--- config.mk ---
export PLATFORM = sky130hd
export DESIGN_NAME = dv_checkpoint_seq_monitor
export DESIGN_NICKNAME = d
export VERILOG_FILES = /design/src/rtl/dv_checkpoint_seq_monitor.sv
export SDC_FILE = /design/constraint.sdc
export NUM_CORES = 1
export LEC_CHECK = 0
export ABC_AREA = 0
export BUFFER_PORTS_ARGS = -buffer_cell sky130_fd_sc_hd__buf_2
export CAP_MARGIN = 20
export CORE_MARGIN = 3
export CORE_UTILIZATION = 35
export CTS_CLUSTER_DIAMETER = 60
export DETAILED_ROUTE_END_ITERATION = 16
export PLACE_DENSITY = 0.72
export REMOVE_ABC_BUFFERS = 1
export SLEW_MARGIN = 10
export SYNTH_ARGS = -nofsm -noshare
export SYNTH_HDL_FRONTEND = slang
export SYNTH_SLANG_ARGS = --single-unit
--- constraint.sdc ---
create_clock -name wb_clk_i -period 5.1 [get_ports wb_clk_i]
set_input_delay 0.765 -clock wb_clk_i [delete_from_list [all_inputs] [get_ports wb_clk_i]]
set_output_delay 0.765 -clock wb_clk_i [all_outputs]
set_load 0.02 [all_outputs]
--- src/rtl/dv_checkpoint_seq_monitor.sv ---
// dv_checkpoint_seq_monitor
// Debounces a checkpoint bus sampled from the chip under test and walks it
// through a programmable ordered list of expected codes. The result is
// reported as sticky PASS / FAIL status with a reason code, and the monitor
// also keeps a saturating count of cycles elapsed since start.
module dv_checkpoint_seq_monitor #(
   parameter int CW         = 16,
   parameter int NSTAGE     = 8,
   parameter int TMO_W      = 24,
   parameter int STABLE_CYC = 2
) (
   input  logic                       wb_clk_i,
   input  logic                       wb_rst_i,
   input  logic                       start_i,
   input  logic [CW-1:0]              checkbits_i,
   input  logic [NSTAGE*CW-1:0]       exp_codes_i,
   input  logic [$clog2(NSTAGE+1)-1:0] num_stages_i,
   input  logic [CW-1:0]              fail_code_i,
   input  logic                       fail_en_i,
   input  logic [TMO_W-1:0]           timeout_i,
   output logic                       busy_o,
   output logic [$clog2(NSTAGE+1)-1:0] stage_o,
   output logic                       stage_hit_o,
   output logic                       pass_o,
   output logic                       fail_o,
   output logic [1:0]                 reason_o,
   output logic [CW-1:0]              last_code_o,
   output logic [TMO_W-1:0]           elapsed_o
);

   localparam int SW    = $clog2(NSTAGE + 1);
   localparam int CNT_W = $clog2(STABLE_CYC + 1);

   localparam logic [CNT_W-1:0] CNT_MAX  = CNT_W'(STABLE_CYC);
   localparam logic [CNT_W-1:0] CNT_ONE  = CNT_W'(1);
   localparam logic [SW-1:0]    NSTAGE_V = SW'(NSTAGE);

   localparam logic [1:0] REASON_NONE    = 2'b00;
   localparam logic [1:0] REASON_TIMEOUT = 2'b01;
   localparam logic [1:0] REASON_FAILCD  = 2'b10;
   localparam logic [1:0] REASON_BADCFG  = 2'b11;

   typedef enum logic [1:0] {
      S_IDLE,
      S_RUN,
      S_PASS,
      S_FAIL
   } state_t;

   state_t            state_q, state_d;
   logic [CW-1:0]     prev_q;
   logic [CNT_W-1:0]  cnt_q, cnt_d, cnt_inc;
   logic              accept;
   logic [SW-1:0]     stage_q, stage_d;
   logic [TMO_W-1:0]  elapsed_q, elapsed_d;
   logic              pass_q, pass_d;
   logic              fail_q, fail_d;
   logic [1:0]        reason_q, reason_d;
   logic              hit_q, hit_d;
   logic [CW-1:0]     last_q, last_d;
   logic [CW-1:0]     exp_cur;

   logic start_ok;
   logic bad_cfg;
   logic code_match;
   logic fail_hit;
   logic tmo_hit;
   logic last_stage;

   // A start request is only honoured when no sequence is in flight.
   assign start_ok = start_i && (state_q != S_RUN);

   assign bad_cfg    = (num_stages_i == '0) || (num_stages_i > NSTAGE_V);
   assign last_stage = (stage_q == (num_stages_i - 1'b1));
   assign code_match = accept && (checkbits_i == exp_cur);
   assign fail_hit   = accept && fail_en_i && (checkbits_i == fail_code_i) &&
                       (checkbits_i != exp_cur);
   assign tmo_hit    = (timeout_i != '0) && (elapsed_q == (timeout_i - 1'b1));

   // Glitch filter: count consecutive equal samples; accept once per stable value.
   always_comb begin
      // NOTE: every combinational output gets a default first so no path leaves it unassigned (no latch).
      cnt_d   = cnt_q;
      accept  = 1'b0;
      cnt_inc = cnt_q + 1'b1;
      if (checkbits_i != prev_q) begin
         cnt_d  = CNT_ONE;
         accept = (CNT_MAX == CNT_ONE);
      end else if (cnt_q != CNT_MAX) begin
         cnt_d  = cnt_inc;
         accept = (cnt_inc == CNT_MAX);
      end
      // A fresh run forces whatever is on the bus to re-qualify from scratch.
      if (start_ok) begin
         cnt_d  = '0;
         accept = 1'b0;
      end
   end

   // Select the expected code for the current stage.
   always_comb begin
      exp_cur = '0;
      for (int k = 0; k < NSTAGE; k++) begin
         if (stage_q == SW'(k)) begin
            exp_cur = exp_codes_i[k*CW +: CW];
         end
      end
   end

   // Next-state and status logic; expected match beats fail code beats timeout.
   always_comb begin
      state_d   = state_q;
      stage_d   = stage_q;
      elapsed_d = elapsed_q;
      pass_d    = pass_q;
      fail_d    = fail_q;
      reason_d  = reason_q;
      hit_d     = 1'b0;
      last_d    = accept ? checkbits_i : last_q;

      case (state_q)
         S_RUN: begin
            if (elapsed_q != '1) begin
               elapsed_d = elapsed_q + 1'b1;
            end
            if (code_match) begin
               hit_d   = 1'b1;
               stage_d = stage_q + 1'b1;
               if (last_stage) begin
                  state_d = S_PASS;
                  pass_d  = 1'b1;
               end
            end else if (fail_hit) begin
               state_d  = S_FAIL;
               fail_d   = 1'b1;
               reason_d = REASON_FAILCD;
            end else if (tmo_hit) begin
               state_d  = S_FAIL;
               fail_d   = 1'b1;
               reason_d = REASON_TIMEOUT;
            end
         end
         default: begin
            if (start_ok) begin
               stage_d   = '0;
               elapsed_d = '0;
               pass_d    = 1'b0;
               fail_d    = 1'b0;
               reason_d  = REASON_NONE;
               if (bad_cfg) begin
                  state_d  = S_FAIL;
                  fail_d   = 1'b1;
                  reason_d = REASON_BADCFG;
               end else begin
                  state_d = S_RUN;
               end
            end
         end
      endcase
   end

   // State and status registers, cleared asynchronously.
   always_ff @(posedge wb_clk_i or posedge wb_rst_i) begin
      // NOTE: sequential state uses non-blocking assignments so all registers update together at the edge.
      if (wb_rst_i) begin
         // NOTE: the filter's previous-sample register is reset too, so the first sample compares against a known 0.
         state_q   <= S_IDLE;
         prev_q    <= '0;
         cnt_q     <= '0;
         stage_q   <= '0;
         elapsed_q <= '0;
         pass_q    <= 1'b0;
         fail_q    <= 1'b0;
         reason_q  <= REASON_NONE;
         hit_q     <= 1'b0;
         last_q    <= '0;
      end else begin
         state_q   <= state_d;
         prev_q    <= checkbits_i;
         cnt_q     <= cnt_d;
         stage_q   <= stage_d;
         elapsed_q <= elapsed_d;
         pass_q    <= pass_d;
         fail_q    <= fail_d;
         reason_q  <= reason_d;
         hit_q     <= hit_d;
         last_q    <= last_d;
      end
   end

   assign busy_o      = (state_q == S_RUN);
   assign stage_o     = stage_q;
   assign stage_hit_o = hit_q;
   assign pass_o      = pass_q;
   assign fail_o      = fail_q;
   assign reason_o    = reason_q;
   assign last_code_o = last_q;
   assign elapsed_o   = elapsed_q;

endmodule
Word level (Yosys, flattened, before mapping)
Cells that the tools add are included.

Add/sub/neg operators: 5. Mux-type cells: 45. Equality and inequality tests: 25. Reduce and logical (&&, ||, !) cells: 17. $lt $le $gt $ge: 1.

Operators with widths (number): $mux 16 (8); $mux 24 (3); $eq 16x16->1 (2); $mux 2 (16); $ne 16x16->1 (2); $add 24x1->24 const B (1); $eq 24x24->1 (1); $ne 24x24->1 const B (1); $reduce_bool 24->1 (1); $sub 24x1->24 const B (1); $eq 4x3->1 const B (4); $mux 1 (15); $mux 4 (3); $reduce_and 3->1 (3); $eq 4x2->1 const B (2); $logic_not 4->1 (2); $ne 2x1->1 const B (4); $logic_and 1x1->1 (6); $add 4x1->4 const B (1); $eq 4x1->1 const B (1); $eq 4x4->1 (1); $gt 4x4->1 const B (1); $ne 2x2->1 const B (2); $ne 4x1->1 const B (1); other kinds (10) (11).

Flip-flop bits (word level): 69. Logic and storage cells: 103.

Depth between registers and ports, before layout
Gate-level depths: netlist (run 1).

Depth in word-level cells: 14. Depth in mapped cells: 16. Mapped depth without buffers: 12.

Least setup slack after synthesis (run 1)
Ideal clock, no wire load.

Path type: reg-to-reg. From: register stage_q[0], in the netlist stage_o[0]. To: register reason_q[0], in the netlist reason_o[0]. Data required time: 4972 ps. Arrival time: 3427 ps. Period minus slack after synthesis: 3554 ps. Path buffers: 2. Library setup time: 128 ps. Setup slack: 1546 ps. Cell stages (with the launch flop): 14. Path through: dfrtp_1 > inv_1 > ha_1 > buf_6 > nor2b_4 > clkbuf_2 > a221o_1 > a31oi_1 > o311ai_1 > or4_4 > nor4_4 > nand2_1 > a31oi_4 > mux2_1.

Word-level cells in the longest chain between the ends: 14.

RTL lines: start: declaration (RTL line 54) `logic [SW-1:0] stage_q, stage_d;`; start signal: assignment (RTL line 181) `stage_q <= stage_d;`; $logic_not 4->1 (RTL line 104) `if (stage_q == SW'(k)) begin`; $mux 16 (7 in a row) (RTL line 104); $mux 16 (*) (RTL line 104); $ne 16x16->1 (RTL line 77) `(checkbits_i != exp_cur);`; $logic_and 1x1->1 (RTL line 76) `assign fail_hit = accept && fail_en_i && (checkbits_i == fail_code_i) &&`; $mux 2 (RTL line 133) `end else if (fail_hit) begin`; $mux 2 (RTL line 126) `if (code_match) begin`; $mux 2 (RTL line 121) `case (state_q)`; end signal: assignment (RTL line 185) `reason_q <= reason_d;`; end: declaration (RTL line 58) `logic [1:0] reason_q, reason_d;`.

Mark *: on every way between the ends. The rest lies on a longest branch, timed or not. The select of a mux whose other input is x is not followed. A chain may end at the register's enable or synchronous reset.

Worst setup path after layout (run 1)
From: register stage_q[1], in the netlist stage_o[1]. To: register reason_q[0], in the netlist reason_o[0].

The elaborated chain is that of the path after synthesis.

==> results of run 1 <==
per-stage QoR:
| step | hold slack, ns | total power (W) |
|---|---|---|
| after floorplan | 0.487 | 0.00101 |
| after global placement | 0.461 | 0.00125 |
| after detailed placement | 0.475 | 0.00126 |
| after CTS | 0.492 | 0.00189 |
| after global routing | 0.512 | 0.00199 |
| final | 0.484 | 0.00188 |
layout by cell type, fill, tap and decap left out, drive strengths merged, types with 5 or more instances in the layout:
cell    Yosys  final
a211oi     12     12
a21oi      52     52
a221oi     15     15
a31oi       6      6
and3        6      6
buf        25    251
clkbuf     29     10
clkinv      1      6
dfrtp      69     69
ha         10     10
inv        39     39
mux2       13     13
mux2i      20     20
nand2      67     67
nand2b     15     15
nand3      25     25
nand3b     16     16
nand4      20     20
nor2       39     39
nor2b      15     15
nor3       22     22
nor3b       5      5
nor4       13     13
o211ai     10     10
o21a        6      6
o21ai      48     48
o221a       5      5
o22ai      11     11
o31ai       5      5
o32ai      10     10
xnor2      47     47
xor2       39     39
worst reg2reg max path: stages (launching register included):
cell and delay [ns]:
dfrtp_1 0.44, inv_1 0.12, ha_1 0.55, buf_4 0.38, nor2b_4 0.10, a221o_1 0.35
a31oi_1 0.17, o311ai_1 0.13, or4_4 0.57, nor4_4 0.42, nand2_1 0.18, a31oi_4 0.24
mux2_1 0.35
worst max-delay path by stage:
stage	startpoint	to	slack, ns	depth (start not counted)
global placement	stage_o[1]$_DFFE_PP0P_	reason_o[0]$_DFFE_PP0P_	1.10	12
detailed placement	stage_o[0]$_DFFE_PP0P_	reason_o[0]$_DFFE_PP0P_	1.0	11
finish	stage_o[1]$_DFFE_PP0P_	reason_o[0]$_DFFE_PP0P_	0.97	12
floorplan	stage_o[0]$_DFFE_PP0P_	reason_o[0]$_DFFE_PP0P_	0.49	11
CTS	stage_o[0]$_DFFE_PP0P_	reason_o[0]$_DFFE_PP0P_	0.99	11
global route	stage_o[1]$_DFFE_PP0P_	reason_o[0]$_DFFE_PP0P_	0.74	12
registers in the layout, summed over array words and instances, names as in the netlist:
register     cells
state_q          2
last_code_o     16
elapsed_o       24
fail_o           1
reason_o         2
stage_hit_o      1
stage_o          4
prev_q          16
cnt_q            2
pass_o           1
cell type report:
cell class	instances	area, um^2
well taps	225	282
flip-flops and latches	69	1730
inverters	40	150
fillers	1717	9490
clock inverters	6	62.6
multi-input cells	608	4130
repair buffers	251	1280
clock buffers	10	239
per-layer routing:
layer | vias to the layer above | GRT usage | routed length [um]
li1 | 3248 | - | -
met1 | 3183 | 0.271 | 8780
met2 | 355 | 0.379 | 11000
met3 | 37 | 0.0361 | 1670
met4 | 0 | 0.0716 | 586
met5 | - | 0 | 0
logic make-up (layout without fill, tap and decap cells):
group           count (synthesis)  after routing
compound gates                215            215
xor+xnor                       86             86
fa+ha+maj                      10             10
buf+inv                        94            307
flops                          69             69
mux                            33             33
simple gates                  264            264
power groups by stage:
stage               Clock (W)  Combinational [W]  Sequential (W)
floorplan                   0           0.000301        0.000708
global placement            0           0.000583        0.000671
detailed placement          0           0.000591        0.000673
CTS                  0.000637           0.000594        0.000663
global route         0.000663           0.000649        0.000675
finish               0.000625           0.000591        0.000663
==> run metrics, run 1 <==
Yosys warning total=0; status=completed; crit-path max cell delay=about 0.57 ns; First DRT Iteration DRCs=roughly 420; later-pin clock latency in the skew report=around 0.33 ns; Finished Layout Cells=around 1,200; Worst Path Buf+Inv=2; Core ar.=~0.017 mm^2; Hold Startpoint=pass_o$_DFFE_PP0P_; first-pass GRT wire length=approximately 34 mm; top post-synthesis cells by count=69 x dfrtp_1, 67 x nand2_1, 52 x a21oi_1; Seq/Total Area, Yosys=0.277; hold worst-path end=pass_o$_DFFE_PP0P_; # IOs=roughly 240; dpl cells=between 1,000 and 1,500; number of synthesized flops with an enable pin=0; Post-CTS Repair Setup Buffers=0; Setup WS pre-CTS=approximately 1.0 ns; largest net degree at the start of global routing=70; P_int=~0.0012 W; initial antenna violation count=0; max-cap violations=0; CTS Buffer Depth=2; post-synth top area share=0.277; PwrDens=around 240 mW/mm^2; post-layout util=0.454; PortBufs=around 240; Clock Power Share=0.332; Final Cell Area=between 0.007 and 0.008 mm^2; area of the die=approximately 0.02 mm^2; RR Startpoint=stage_o[1]$_DFFE_PP0P_; crit end category=flop; setup ws final=about 0.97 ns; Fin Clk Skew=~0.0077 ns; peak supply drop=roughly 0.17 mV; Max Fclk=approximately 0.24 GHz; GRT overflow=0; most common flop cell mapped by yosys=dfrtp_1; CP max stage cell=or4_4; NetSw=0.000642 W; Yosys top cell by area=dfrtp_1; final WL=22.0 mm; synth top area cells=dfrtp_1 28%, xnor2_1 6.6%, xor2_1 5.5%; delay-heaviest family, CP=simple AND/OR/NAND/NOR gates; simple-gate share of the synthesized area=0.231; Comb pwr share=0.315; most frequent cell after synthesis=dfrtp_1; post-synthesis compound-gate area fraction=0.234; cts repair resizes=0; Synth Area in Adders=0.0201; crit path DAT=about 4.3 ns; Setup TNS Final=0 ns; Final Hold Fails=0; Area growth syn-to-layout=26.4%; vias in the first global route=6,413; Mapped Cells=slightly below 800; Hold Buf Count CTS=0; drt pass-1 iters=6; GRT Overall Usage=0.216; Placer Congestion=roughly 1.1; effective utilization at floorplan=0.359; Slew Viols, Final=0; mux cell area share after synthesis=0.0556; largest family of logic cells by synthesized area=compound AO/OA/AOI/OAI gates; Area after DPL=roughly 0.0076 mm^2; CTS tree=yes; Vias=6,823; Post-synth ARST share=1.00; Startpoint Class=flop; post-synth cell types=slightly below 80; nets@finish=1,181; Root Driver=clkbuf_16; unrepaired setup endpoints after global routing=false; vias per cell=between 5 and 6; power share of the sequential group=0.353; hpwl dp=around 17 mm; Crit Path Max Fanout=25; Routed Antenna Nets=0; syn_area_per_cell=a little over 8 um^2; reg2reg end=reason_o[0]$_DFFE_PP0P_; Worst-path clk slew=around 0.050 ns; switching share of total power=0.341; CP Cell Sequence=inv_1 > ha_1 > buf_4 > nor2b_4 > a221o_1 > a31oi_1 > o311ai_1 > or4_4 > nor4_4 > nand2_1 > a31oi_4 > mux2_1; final worst path period share=0.811; final setup vio count=0; die width=about 140 um; WP data required=around 5.3 ns; post-route minimum period=roughly 4.1 ns; class of the worst hold path=flop to flop; Synth Cell Area=between 0.006 and 0.007 mm^2; hold depth=1; relative slew slack=0.368; remaining routing DRC violations=0; R2R depth=12; Die Y=139 um; cell leakage power=roughly 3.6 nW; R2R setup slack=a little under 1 ns; CP Class=flop to flop; Sinks on Clock Net=69; Worst-Margin Slew=0.949 ns; Synth Register Bits=between 60 and 70; number of buffers created by CTS=9; n_diodes=0; layout cells sized above 1=0.305; Synth Area in XOR/XNOR=0.121; Std-Cell Rows=48; # H-tree levels=3; WL/cell=18.2 um
No activity file was read; power rests on OpenSTA's default activity.
==> run 2, diff against run 1 <==
--- a/config.mk
+++ b/config.mk
@@ -12,7 +12,7 @@
 export CORE_UTILIZATION = 35
 export CTS_CLUSTER_DIAMETER = 60
 export DETAILED_ROUTE_END_ITERATION = 16
-export PLACE_DENSITY = 0.72
+export PLACE_DENSITY = 0.74
 export REMOVE_ABC_BUFFERS = 1
 export SLEW_MARGIN = 10
 export SYNTH_ARGS = -nofsm -noshare
==> constraint.sdc (replaced) <==
create_clock -name wb_clk_i -period 3.4 [get_ports wb_clk_i]
set_input_delay 0.51 -clock wb_clk_i [delete_from_list [all_inputs] [get_ports wb_clk_i]]
set_output_delay 0.51 -clock wb_clk_i [all_outputs]
set_load 0.02 [all_outputs]
==> run metrics, run 2 (synthesis results as in run 1) <==
Final Hold Fails=0 (unchanged); number of buffers created by CTS=9 (unchanged); status=completed (unchanged); Crit Path Max Fanout=18 (was 25); Root Driver=clkbuf_16 (unchanged); CTS Buffer Depth=2 (unchanged); largest net degree at the start of global routing=43 (was 70); CP Cell Sequence=inv_2 > ha_4 > buf_12 > buf_4 > a21oi_1 > a221oi_1 > or4_1 > nand3_1 > nand4_1 > nor4_4 > buf_4 > nand3_4 > or3_1 > a21oi_1 (was inv_1 > ha_1 > buf_4 > nor2b_4 > a221o_1 > a31oi_1 > o311ai_1 > or4_4 > nor4_4 > nand2_1 > a31oi_4 > mux2_1); final worst path period share=0.957 (was 0.811); vias per cell=5.58 (was 5.64); vias in the first global route=6,900 (was 6,413); Core ar.=0.0174 mm^2 (unchanged); Slew Viols, Final=0 (unchanged); Fin Clk Skew=0.00651 ns (was 0.00771 ns); Startpoint Class=flop (unchanged); Hold Buf Count CTS=0 (unchanged); Std-Cell Rows=48 (unchanged); final WL=22.8 mm (was 22.0 mm); Die Y=139 um (unchanged); remaining routing DRC violations=0 (unchanged); Placer Congestion=0.981 (was 1.06); die width=139 um (unchanged); PwrDens=350 mW/mm^2 (was 239 mW/mm^2); Setup TNS Final=0 ns (unchanged); nets@finish=1,230 (was 1,181); hpwl dp=18.3 mm (was 17.2 mm); PortBufs=241 (unchanged); Vias=7,027 (was 6,823); layout cells sized above 1=0.353 (was 0.305); # H-tree levels=3 (unchanged); max-cap violations=0 (unchanged); # IOs=242 (unchanged); final setup vio count=0 (unchanged); CTS tree=yes (unchanged); crit end category=flop (unchanged); post-route minimum period=3.25 ns (was 4.13 ns); GRT overflow=0 (unchanged); first-pass GRT wire length=35.8 mm (was 34.4 mm); commonest non-fill, non-tap cell in the layout=buf_2 (unchanged); CP Class=flop to flop (unchanged); Worst-path clk slew=0.05 ns (about the same); initial antenna violation count=0 (unchanged); setup ws final=0.145 ns (was 0.966 ns); cell leakage power=3.88 nW (was 3.60 nW); Max Fclk=0.307 GHz (was 0.242 GHz); effective utilization at floorplan=0.359 (unchanged); crit-path max cell delay=0.51 ns (was 0.57 ns); Setup WS pre-CTS=-0.0949 ns (was 0.998 ns); max reg flops=24 (unchanged); later-pin clock latency in the skew report=0.34 ns (was 0.33 ns); WP data required=3.66 ns (was 5.30 ns); class of the worst hold path=input pin to asynchronous set/reset pin (was flop to flop); First DRT Iteration DRCs=509 (was 416); relative slew slack=0.382 (was 0.368); GRT Overall Usage=0.227 (was 0.216); area of the die=0.0194 mm^2 (unchanged); post-layout util=0.486 (was 0.454); Sinks on Clock Net=69 (unchanged); Area growth syn-to-layout=35.5% (was 26.4%); CP max stage cell=or4_1 (was or4_4); Worst-Margin Slew=0.926 ns (was 0.949 ns); crit path DAT=3.51 ns (was 4.33 ns); WL/cell=18.1 um (was 18.2 um); drt pass-1 iters=6 (unchanged); Routed Antenna Nets=0 (unchanged); peak supply drop=0.289 mV (was 0.168 mV); most frequent cells in the layout=241 x buf_2, 68 x dfrtp_1, 67 x nand2_1 (was 241 x buf_2, 69 x dfrtp_1, 67 x nand2_1)
[run 2: worst paths after layout]
check / startpoint / to / slack (ns) / cells past startpoint
max in group asynchronous: wb_rst_i / elapsed_o[23]$_DFFE_PP0P_ / 2.24 / 3
hold reg to reg: last_code_o[13]$_DFFE_PP0P_ / last_code_o[13]$_DFFE_PP0P_ / 0.47 / 2
hold / removal: wb_rst_i / last_code_o[10]$_DFFE_PP0P_ / 0.38 / 2
min in group wb_clk_i: checkbits_i[12] / prev_q[12]$_DFF_PP0_ / 0.40 / 1
setup / recovery: stage_o[1]$_DFFE_PP0P_ / stage_o[3]$_DFFE_PP0P_ / 0.15 / 14
setup reg to reg: stage_o[1]$_DFFE_PP0P_ / stage_o[3]$_DFFE_PP0P_ / 0.15 / 14
[run 2: cell type report]
class | count | area, um^2
diodes | 1 | 2.50
well taps | 225 | 282
fillers | 1699 | 8920
multi-input cells | 608 | 4230
repair buffers | 300 | 1720
clock inverters | 5 | 83.8
clock buffers | 11 | 243
inverters | 40 | 150
flip-flops and latches | 69 | 1730
[run 2: repair_timing]
action / 4_1_cts / 5_1_grt
pin swaps: 0 / 4
setup buffers: 0 / 2
cloned: 0 / 1
setup endpoints to repair: 9 / 10
gates resized for setup: 2 / 21
[run 2: power breakdown]
| group | internal, W | leakage, nW | switching [W] |
|---|---|---|---|
| sequential | 0.000897 | 0.898 | 0.0000981 |
| combinational | 0.000409 | 2.83 | 0.000530 |
| clock | 0.000663 | 0.152 | 0.000358 |
[run 2: through the flow]
stage | std cells | total power (W) | hold WS [ns] | cell area (um^2)
2_1_floorplan | 717 | 0.00151 | 0.487 | 6000
3_3_place_gp | 1239 | 0.00191 | 0.457 | 7960
3_5_place_dp | 1239 | 0.00193 | 0.465 | 7960
4_1_cts | 1255 | 0.00296 | 0.378 | 8300
5_1_grt | 1258 | 0.00312 | 0.387 | 8440
6_report | 1259 | 0.00295 | 0.376 | 8440
[run 2: critical path: cells and delay by family (launching register included)]
family	cells	cell delay, ns
AO/OA/AOI/OAI	3	0.46
AND/OR/NAND/NOR	6	1.52
adder cells (fa/ha/maj)	1	0.19
buffers and inverters	4	0.58
flip-flops	1	0.40
[run 2: layer usage]
layer / vias up / global-route usage / wire length (um)
met5: - / 0 / 0
met4: 0 / 0.0994 / 980
met3: 64 / 0.0536 / 1880
met2: 353 / 0.381 / 11000
met1: 3264 / 0.278 / 8960
li1: 3346 / - / -
==> run 3, diff against run 2 <==
--- a/config.mk
+++ b/config.mk
@@ -8,11 +8,14 @@
 export ABC_AREA = 0
 export BUFFER_PORTS_ARGS = -buffer_cell sky130_fd_sc_hd__buf_2
 export CAP_MARGIN = 20
+export CELL_PAD_IN_SITES_DETAIL_PLACEMENT = 1
+export CELL_PAD_IN_SITES_GLOBAL_PLACEMENT = 1
 export CORE_MARGIN = 3
-export CORE_UTILIZATION = 35
+export CORE_UTILIZATION = 33
+export CTS_BUF_LIST = sky130_fd_sc_hd__clkbuf_8
 export CTS_CLUSTER_DIAMETER = 60
 export DETAILED_ROUTE_END_ITERATION = 16
-export PLACE_DENSITY = 0.74
+export PLACE_DENSITY = 0.91
 export REMOVE_ABC_BUFFERS = 1
 export SLEW_MARGIN = 10
 export SYNTH_ARGS = -nofsm -noshare
==> run metrics, run 3 (synthesis results as in run 1) <==
largest net degree at the start of global routing=39 (was 43); Area growth syn-to-layout=36.2% (was 35.5%); post-route minimum period=3.37 ns (was 3.25 ns); Final Cell Area=0.00848 mm^2 (was 0.00844 mm^2); Die Y=143 um (was 139 um); vias per cell=5.88 (was 5.58); initial antenna violation count=1 (was 0); crit-path max cell delay=0.50 ns (was 0.51 ns); number of buffers created by CTS=9 (unchanged); Routed Antenna Nets=0 (unchanged); switching share of total power=0.377 (was 0.334); first-pass GRT wire length=39.7 mm (was 35.8 mm); NetSw=0.00101 W (was 0.000986 W); CP Cell Sequence=ha_4 > clkbuf_16 > buf_4 > nor3_1 > nor2_1 > o32ai_1 > mux2i_1 > nor4b_4 > nor2b_2 > buf_4 > nand3_4 > buf_4 > inv_1 > nand2_1 > mux2i_1 (was inv_2 > ha_4 > buf_12 > buf_4 > a21oi_1 > a221oi_1 > or4_1 > nand3_1 > nand4_1 > nor4_4 > buf_4 > nand3_4 > or3_1 > a21oi_1); CTS tree=yes (unchanged); Placer Congestion=0.968 (was 0.981); Worst Setup SP=stage_o[0]$_DFFE_PP0P_ (was stage_o[1]$_DFFE_PP0P_); delay-heaviest family, CP=simple AND/OR/NAND/NOR gates (unchanged); Fin Clk Skew=0.0103 ns (was 0.00651 ns); Max Fclk=0.297 GHz (was 0.307 GHz); hpwl dp=21.0 mm (was 18.3 mm); final worst path period share=0.991 (was 0.957); cell leakage power=3.88 nW (about the same); Clock Power Share=0.257 (was 0.346); drt pass-1 iters=7 (was 6); Root Driver=clkbuf_8 (was clkbuf_16); Final Hold Fails=0 (unchanged); Slew Viols, Final=0 (unchanged); nets@finish=1,236 (was 1,230); GRT Overall Usage=0.244 (was 0.227); RR Startpoint=stage_o[0]$_DFFE_PP0P_ (was stage_o[1]$_DFFE_PP0P_); vias in the first global route=7,528 (was 6,900); CP max stage cell=dfrtp_2 (was or4_1); power share of the sequential group=0.373 (was 0.337); PortBufs=241 (unchanged); First DRT Iteration DRCs=538 (was 509); commonest non-fill, non-tap cell in the layout=buf_2 (unchanged); CP Class=flop to flop (unchanged); PwrDens=317 mW/mm^2 (was 350 mW/mm^2); n_diodes=0 (was 1); final WL=27.7 mm (was 22.8 mm); most used cell, CP=buf_4; Area after DPL=0.00795 mm^2 (was 0.00796 mm^2); peak supply drop=0.201 mV (was 0.289 mV); most frequent cells in the layout=241 x buf_2, 67 x nand2_1, 67 x dfrtp_1 (was 241 x buf_2, 68 x dfrtp_1, 67 x nand2_1); crit end category=flop (unchanged); Crit Path Max Fanout=7 (was 18); Worst-path clk slew=0.08 ns (was 0.05 ns); Worst-Margin Slew=1.03 ns (was 0.926 ns); P_int=0.00168 W (was 0.00197 W); later-pin clock latency in the skew report=0.35 ns (was 0.34 ns); Power Total=0.00269 W (was 0.00295 W); die width=143 um (was 139 um); GRT overflow=0 (unchanged); # IOs=242 (unchanged); effective utilization at floorplan=0.341 (was 0.359); WL/cell=21.8 um (was 18.1 um); Startpoint Class=flop (unchanged); Sinks on Clock Net=69 (unchanged); max reg flops=24 (unchanged); CTS Buffer Depth=2 (unchanged); Comb pwr share=0.370 (was 0.318); Vias=7,459 (was 7,027); relative slew slack=0.310 (was 0.382); final setup vio count=0 (unchanged); Core ar.=0.0183 mm^2 (was 0.0174 mm^2); max-cap violations=0 (unchanged); crit path DAT=3.60 ns (was 3.51 ns); # H-tree levels=3 (unchanged); status=completed (unchanged); Worst Path Buf+Inv=5 (was 4); Std-Cell Rows=49 (was 48); layout cells sized above 1=0.368 (was 0.353); remaining routing DRC violations=0 (unchanged); class of the worst hold path=input pin to asynchronous set/reset pin (unchanged); WP data required=3.63 ns (was 3.66 ns); area of the die=0.0206 mm^2 (was 0.0194 mm^2)
==> run 3: layout make-up <==
type | instances | area (um^2)
clock buffer | 10 | 138
clock inverter | 6 | 62.6
fill | 2274 | 9790
inverter | 40 | 163
multi-input combinational | 608 | 4300
sequential | 69 | 1730
tap | 229 | 287
timing repair buffer | 306 | 1800
==> run 3: metal layers <==
metal | GRT usage | share of wire
met5 | 0 | 0.00043
met3 | 0.0366 | 0.075
met1 | 0.296 | 0.38
met4 | 0.104 | 0.048
met2 | 0.430 | 0.50
==> run 3: power groups by stage <==
| stage | logic (W) | clock network, W | registers, W |
|---|---|---|---|
| finish | 0.000996 | 0.000691 | 0.00100 |
| global route | 0.00108 | 0.000735 | 0.00102 |
| floorplan | 0.000451 | 0 | 0.00106 |
| global placement | 0.000925 | 0 | 0.00101 |
| CTS | 0.000963 | 0.000701 | 0.00100 |
| detailed placement | 0.000955 | 0 | 0.00102 |
==> run 3: worst register-to-register path: cells and delay by family (launching register included) <==
kind | cells | cell delay [ns]
AND/OR/NAND/NOR | 6 | 1.00
buffers and inverters | 5 | 0.70
flip-flops | 1 | 0.50
multiplexers | 2 | 0.43
AO/OA/AOI/OAI | 1 | 0.39
adder cells (fa/ha/maj) | 1 | 0.23
==> run 3: worst paths after layout <==
check                      slack (ns)  cells after the start                     endpoint
hold reg to reg                  0.50                      2  last_code_o[15]$_DFFE_PP0P_
setup / recovery                 0.03                     15       stage_o[2]$_DFFE_PP0P_
hold / removal                   0.27                      2    elapsed_o[20]$_DFFE_PP0P_
max in group asynchronous        2.46                      3       stage_o[0]$_DFFE_PP0P_
min in group wb_clk_i            0.36                      1          prev_q[4]$_DFF_PP0_
setup reg to reg                 0.03                     15       stage_o[2]$_DFFE_PP0P_
==> run 3: through the flow <==
step	setup slack [ns]	hold slack, ns	utilization	TNS [ns]	instances
2_1_floorplan	-1.21	0.487	-	-10.48	717
3_3_place_gp	0.0949	0.458	0.435	0	1241
3_5_place_dp	-0.117	0.476	0.435	-0.413	1241
4_1_cts	0.0222	0.282	0.450	0	1260
5_1_grt	-0.123	0.313	0.464	-0.794	1268
6_report	0.0304	0.268	0.464	0	1268
==> run 3: repair_timing <==
action                     in CTS  in global routing
gates resized for setup         6                 37
pin swaps                       0                 11
cloned                          1                  1
hold buffers                    0                  0
setup endpoints to repair       9                 10
setup buffers                   2                  7
